==> src/rtl/sdram_burst_responder.sv <==
// sdram_burst_responder
// Target side of the video scan-out burst-read port. Each accepted command is
// split into BURST_LEN single-word reads on a pipelined, in-order memory
// backend. Returned words are forwarded with one register stage. The burst
// then waits for the initiator's ack before the next command is taken.
// Optional feature: define SDRAM_RESP_LAST_EN to add sdram_resp_last, which
// flags the final word of each burst.
module sdram_burst_responder #(
  parameter int BURST_LEN       = 64,
  parameter int MAX_OUTSTANDING = 4
) (
  input  logic        clk_i,
  input  logic        rst_i,
  input  logic        sdram_cmd_valid,
  output logic        sdram_cmd_ready,
  input  logic        sdram_rd,
  output logic        sdram_rdy,
  input  logic        sdram_ack,
  input  logic [23:0] sdram_addr_x16,
  output logic        sdram_resp_valid,
  output logic [15:0] sdram_rdata,
  output logic        mem_req_o,
  input  logic        mem_gnt_i,
  output logic [23:0] mem_addr_o,
  input  logic        mem_rvalid_i,
  input  logic [15:0] mem_rdata_i
`ifdef SDRAM_RESP_LAST_EN
  ,
  output logic        sdram_resp_last
`endif
);

  localparam int CW = $clog2(BURST_LEN) + 1;
  localparam logic [CW-1:0] LEN_C   = CW'(BURST_LEN);
  localparam logic [CW-1:0] LAST_C  = CW'(BURST_LEN - 1);
  localparam logic [3:0]    MAX_OUT = 4'(MAX_OUTSTANDING);

  typedef enum logic [1:0] {
    IDLE,
    ACTIVE,
    WAIT_ACK
  } state_t;

  state_t        state_q;
  state_t        state_d;
  logic [23:0]   base_q;
  logic [CW-1:0] issue_cnt_q;
  logic [CW-1:0] rx_cnt_q;
  logic [3:0]    outstanding_q;
  logic          cmd_fire;
  logic          issue_fire;
  logic          rx_fire;

  // Every command is a read burst, so the direction bit carries no information.
  logic unused_rd;
  assign unused_rd = sdram_rd;

  // Next-state decode plus the handshake outputs, all derived from registered state.
  always_comb begin
    state_d         = state_q;
    cmd_fire        = 1'b0;
    issue_fire      = 1'b0;
    rx_fire         = 1'b0;
    mem_req_o       = 1'b0;
    mem_addr_o      = 24'h000000;
    sdram_cmd_ready = 1'b0;
    sdram_rdy       = 1'b0;
    case (state_q)
      IDLE: begin
        sdram_cmd_ready = 1'b1;
        sdram_rdy       = 1'b1;
        if (sdram_cmd_valid) begin
          cmd_fire = 1'b1;
          state_d  = ACTIVE;
        end
      end
      ACTIVE: begin
        mem_addr_o = base_q + 24'(issue_cnt_q);
        mem_req_o  = (issue_cnt_q < LEN_C) && (outstanding_q < MAX_OUT);
        issue_fire = mem_req_o && mem_gnt_i;
        rx_fire    = mem_rvalid_i;
        if (rx_fire && (rx_cnt_q == LAST_C)) begin
          state_d = WAIT_ACK;
        end
      end
      WAIT_ACK: begin
        if (sdram_ack) begin
          state_d = IDLE;
        end
      end
      default: begin
        state_d = IDLE;
      end
    endcase
  end

  // State register, latched burst base and the issue/receive/in-flight counters.
  always_ff @(posedge clk_i) begin
    if (rst_i) begin
      state_q       <= IDLE;
      base_q        <= 24'h000000;
      issue_cnt_q   <= '0;
      rx_cnt_q      <= '0;
      outstanding_q <= 4'd0;
    end else begin
      state_q <= state_d;
      if (cmd_fire) begin
        base_q        <= sdram_addr_x16;
        issue_cnt_q   <= '0;
        rx_cnt_q      <= '0;
        outstanding_q <= 4'd0;
      end else begin
        if (issue_fire) begin
          issue_cnt_q <= issue_cnt_q + CW'(1);
        end
        if (rx_fire) begin
          rx_cnt_q <= rx_cnt_q + CW'(1);
        end
        if (issue_fire && !rx_fire) begin
          outstanding_q <= outstanding_q + 4'd1;
        end else if (!issue_fire && rx_fire) begin
          outstanding_q <= outstanding_q - 4'd1;
        end
      end
    end
  end

  // Output register stage for returned words; data outside ACTIVE never reaches the port.
  always_ff @(posedge clk_i) begin
    if (rst_i) begin
      sdram_resp_valid <= 1'b0;
      sdram_rdata      <= 16'h0000;
`ifdef SDRAM_RESP_LAST_EN
      sdram_resp_last  <= 1'b0;
`endif
    end else begin
      sdram_resp_valid <= rx_fire;
      if (rx_fire) begin
        sdram_rdata <= mem_rdata_i;
      end
`ifdef SDRAM_RESP_LAST_EN
      sdram_resp_last <= rx_fire && (rx_cnt_q == LAST_C);
`endif
    end
  end

endmodule
==> config.mk <==
export PLATFORM = sky130hd
export DESIGN_NAME = sdram_burst_responder
export DESIGN_NICKNAME = d
export VERILOG_FILES = /design/src/rtl/sdram_burst_responder.sv
export SDC_FILE = /design/constraint.sdc
export NUM_CORES = 1
export LEC_CHECK = 0
export CAP_MARGIN = 20
export CORE_ASPECT_RATIO = 1.2
export CORE_UTILIZATION = 28
export CTS_CLUSTER_DIAMETER = 50
export DETAILED_ROUTE_END_ITERATION = 12
export HOLD_SLACK_MARGIN = 0.15
export PLACE_DENSITY = 0.59
export SETUP_SLACK_MARGIN = 0.02
export SLEW_MARGIN = 30
export SYNTH_ARGS = -nofsm -noshare
export SYNTH_HDL_FRONTEND = slang
export SYNTH_SLANG_ARGS = --single-unit
==> constraint.sdc <==
create_clock -name clk_i -period 3.1 [get_ports clk_i]
set_clock_uncertainty 0.2 [all_clocks]
set_input_delay 0.775 -clock clk_i [delete_from_list [all_inputs] [get_ports clk_i]]
set_output_delay 0.775 -clock clk_i [all_outputs]
set_load 0.01 [all_outputs]
After elaboration in Yosys (flattened, before gate mapping) --
Cells that the tools add are included.
Cells by class: $add $sub $neg 5, order comparisons 2, equality and inequality tests 6, multiplexer cells 13, reductions and logical operators 11
Operator list (count):
- adder 24 x 7 -> 24 bit | 1
- 2-to-1 mux 24 bit | 1
- adder 7 x 1 -> 7 bit (second input constant) | 2
- 2-to-1 mux 4 bit | 2
- equality test 7 x 6 -> 1 bit (second input constant) | 1
- < comparator 7 bit (second input constant) | 1
- 2-to-1 mux 1 bit | 6
- 2-to-1 mux 2 bit | 3
- inequality test 2 bit (second input constant) | 3
- one-hot mux 2 bit (3 select lines) | 1
- logical AND 1 bit | 5
- adder 4 x 1 -> 4 bit (second input constant) | 1
- < comparator 4 x 3 -> 1 bit (second input constant) | 1
- subtractor 4 x 1 -> 4 bit (second input constant) | 1
- AND reduction 3 bit | 1
- equality test 2 x 1 -> 1 bit (second input constant) | 1
- equality test 2 bit (second input constant) | 1
- zero test 1 bit | 2
- zero test 2 bit | 1
- nonzero test 2 bit | 1
- OR reduction 2 bit | 1
Storage, ports and cells: bits in registers 61, input port bits 47, output and inout bits 44, logic and storage cells 44

Depth between registers and ports, before layout --
depth in word-level cells 8, gate-level depth with buffers 13, depth with buffers taken out 11

Worst setup path before layout --
Ideal clock, no wire load.
path kind reg-to-output, start reg issue_cnt_q[0], end out mem_addr_o[20], arrival time 2.205 ns, data required time 2.125 ns, slack -0.080 ns, cell stages (with the launch flop) 10, path buffers 1, cells stage by stage dfxtp_1 > ha_1 > inv_1 > fa_1 > nor2b_1 > o31a_1 > o211ai_1 > buf_2 > or3_1 > a21oi_1
On the way: word-level cells in the longest chain between the ends 2
Ends and longest elaborated chain:
- from (decl) | RTL line 47 | logic [CW-1:0] issue_cnt_q;
- from (signal assigned) | RTL line 114 | issue_cnt_q <= issue_cnt_q + CW'(1);
- adder 24 x 7 -> 24 bit | RTL line 78 | mem_addr_o = base_q + 24'(issue_cnt_q);
- 2-to-1 mux 24 bit | RTL line 68 | case (state_q)
- to (decl) | RTL line 24 | output logic [23:0] mem_addr_o,
Every way passes these cells.

Final worst setup path --
start reg issue_cnt_q[0], end out mem_addr_o[16]
Same word-level chain as after synthesis.

==> run_results.csv <==
group,metric,value,unit
hold_path,min_from,"sdram_rdata[8]$_SDFFE_PP0P_",
yosys,synth_top_area_share,39.6,%
route,vias_per_cell,4.77,
yosys,synthTopCellsByCount,"nand2_1 (98), a21oi_1 (61), dfxtp_1 (61)",
die,design.core.area,10600,sq um
cells_and_area,area_delta_synth_final,58.5,%
route,drtAntennaViolNets,0,
cells_and_area,fillers,1069,
critical_path,r2r-end,"outstanding_q[3]$_SDFFE_PP0P_",
route,drc,14,
placement,hpwl,6.18,mm
route,dr_wl_met3,552,um
route,drtIter0Drc,95,
outcome,failed_checks,"DRC, setup timing",
global_route,antenna_found_initial,0,
critical_path,cp-end-kind,"primary output",
cells_and_area,finish.instance_area,4890,sq um
cells_and_area,multi_input_area,1900,sq um
clock_network,cts_hold_buf,0,
sta,worst_slack,-0.426,ns
cells_and_area,final_cells,673,
yosys,yosysUniqueCellTypes,41,
clock_network,cts_buffer_depth,2,
sta,max-slew-margin-rel,68.1,%
route,highest_layer,"met4",
critical_path,crit_required,2.12,ns
placement,place_congestion,0.764,
sta,maxSlewViolCount,0,
sta,holdWs,0.253,ns
route,met2_length,4.43,mm
pwr,max-vdd-ir-drop,0.328,mV
critical_path,r2r_setup_slack,0.53,ns
die,initial_utilization,29.0,%
yosys,syn_avg_cell_area,7.69,sq um
cells_and_area,final_core_util,46.0,%
yosys,syn_nets,462,
hold_path,hold_path_end,"sdram_rdata[8]$_SDFFE_PP0P_",
yosys,synth_most_common_cell,"nand2_1",
critical_path,criticalPathCategory,"reg2out",
global_route,grt_pass1_wl,14.5,mm
placement,postPlaceCellArea,4420,sq um
placement,dp_slack,-0.564,ns
pwr,p_leak,1.91,nW
sta,fin_setup_tns,-4.75,ns
route,drtPass1Iterations,8,
critical_path,worst_ep_arrival_time,2.55,ns
pwr,power_per_cell_area,430,nW/um^2
sta,finalCriticalPeriod,3.53,ns
pwr,p_comb_share,14.8,%
yosys,ys_seq_area_share,39.6,%
die,io_pins,91,
critical_path,crit_fanout,6,
die,rows,41,
job,cap_violations,0,
sta,rsz0062_at_grt,"yes",
clock_network,h-tree-depth,3,
yosys,ys_warn_count,0,
die,die_w,97.8,um
sta,setup_viol,19,
hold_path,hold_path.class,"reg2reg",
global_route,grt_max_degree,44,
cells_and_area,n_antenna_cell,0,
yosys,synthArstFlopShare,0,%
critical_path,r2r-start,"state_q[0]$_SDFFE_PP0P_",
pwr,seqPwrFrac,40.3,%
cells_and_area,register_area,1230,sq um
sta,fmax,284,MHz
global_route,grt_overflow,0,
die,die_area,11400,sq um
yosys,synth.largest_area_cell,"dfxtp_1",
pwr,clkPwrFrac,44.9,%
yosys,ys_ff_latch,61,
clock_network,root_buffer,"clkbuf_16",
yosys,synth_edf_count,0,
yosys,synth_area_leaders,"dfxtp_1 (40%), nand2_1 (12%), a21oi_1 (9.9%), ha_1 (4.9%), nor2_1 (3.4%)",
clock_network,cts.sinks,61,
yosys,synth_area,3080,sq um
cells_and_area,nets,603,
sta,final_hold_viol_count,0,
sta,fin_crit_sh,114,%
route,drt-total-wl,8.80,mm
pwr,power,2.10,mW
sta,worstMarginPinSlew,0.478,ns
route,num_vias,3208,
clock_network,path_clk_slew,0.05,ns
route,wl_met1,3.57,mm
critical_path,reg2regPathDepth,11,
die,die_h,117,um
cells_and_area,layout-drive-gt1-share,25.9,%
clock_network,cts_tree,"built",
global_route,grt_pass1_vias,3229,
outcome,status,"finished with violations",
yosys,synthCells,401,
hold_path,hold_path_depth,2,
clock_network,cts_buffers,9,
critical_path,cp-start-kind,"flip-flop",
clock_network,clk_latency,0.33,ns
global_route,grt_usage,16.2,%
pwr,p_sw,0.516,mW
yosys,ys.flop_type,"dfxtp_1",
route,avgRoutedWirePerCell,13.1,um
placement,port_buffers,89,
pwr,sw_frac_of_total,24.5,%
placement,place_inst,647,
pwr,internal-power,1.59,mW
## routing by layer
layer  vias to the layer above  global-route usage [%]
met3                        17                    5.94
met5                         -                       0
met4                         0                    7.78
met1                      1461                    16.5
li1                       1652                       -
met2                        78                    29.7
## repair_timing
action	4_1_cts	5_1_grt
pin swaps	24	14
gates resized for setup	108	24
buffers inserted	15	4
setup endpoints to repair	22	21
## cells in the final DEF (no fill, tap or decap), types with 5 or more instances in the layout
| cell type | n |
|---|---|
| dfxtp_1 | 53 |
| inv_1 | 6 |
| ha_1 | 6 |
| nand2_1 | 98 |
| nand4_1 | 5 |
| or3_1 | 9 |
| nor3_1 | 5 |
| a21oi_1 | 54 |
| buf_4 | 55 |
| nor2_1 | 27 |
| o21ai_0 | 14 |
| xnor2_1 | 7 |
| clkbuf_16 | 9 |
| a21oi_2 | 7 |
| or3_4 | 6 |
| clkdlybuf4s50_1 | 66 |
| xor2_1 | 7 |
| buf_6 | 8 |
| dfxtp_2 | 7 |
| buf_2 | 20 |
| ha_4 | 5 |
## cells by family after synthesis
family / count (synthesis) / share of synthesized area [%]
xor gates and xnor gates: 15 / 4.26
DFF: 61 / 39.6
and+or+nand+nor: 181 / 26.9
muxes: 2 / 0.649
adders and majority gates: 14 / 6.17
AOI/OAI and AO/OA: 98 / 18.0
buffers and inverters: 30 / 4.46
## state kept, by name, summed over array words and instances (netlist names)
register,cells
base_q,24
rx_cnt_q,7
state_q,2
issue_cnt_q,7
sdram_rdata,16
sdram_resp_valid,1
outstanding_q,4
## power by group through the flow
stage	sequential, mW	combinational, mW	clock, mW
5_1_grt	0.851	0.346	1.00
2_1_floorplan	0.864	0.148	0
6_report	0.847	0.312	0.945
4_1_cts	0.847	0.312	0.969
3_5_place_dp	0.862	0.309	0
3_3_place_gp	0.860	0.303	0
## how the worst max path moves through the flow
stage	startpoint	end	slack, ns
3_5_place_dp	base_q[0]$_SDFFE_PP0P_	mem_addr_o[16]	-0.56
4_1_cts	issue_cnt_q[0]$_SDFFE_PP0P_	mem_addr_o[16]	-0.43
5_1_grt	issue_cnt_q[0]$_SDFFE_PP0P_	mem_addr_o[16]	-0.56
6_report	issue_cnt_q[0]$_SDFFE_PP0P_	mem_addr_o[16]	-0.43
3_3_place_gp	base_q[0]$_SDFFE_PP0P_	mem_addr_o[14]	-0.53
2_1_floorplan	issue_cnt_q[0]$_SDFFE_PP0P_	mem_addr_o[20]	0.03
## final cells by class
| cell class | instances | share of cell area [%] |
|---|---|---|
| multi-input cells | 310 | 38.8 |
| inverters | 8 | 0.640 |
| clock inverters | 3 | 0.819 |
| well taps | 129 | 3.30 |
| clock buffers | 10 | 4.68 |
| repair buffers | 152 | 26.5 |
| flip-flops and latches | 61 | 25.2 |
## worst max-delay path, cell delays in order, from the launching register on
cell	delay, ns
dfxtp_2	0.34
ha_4	0.15
inv_2	0.04
fa_2	0.36
nor2b_4	0.13
o31a_1	0.16
o211ai_1	0.12
buf_4	0.17
buf_6	0.12
or3_4	0.36
a21oi_2	0.13
buf_2	0.15
(Power assumes the default switching activity.)
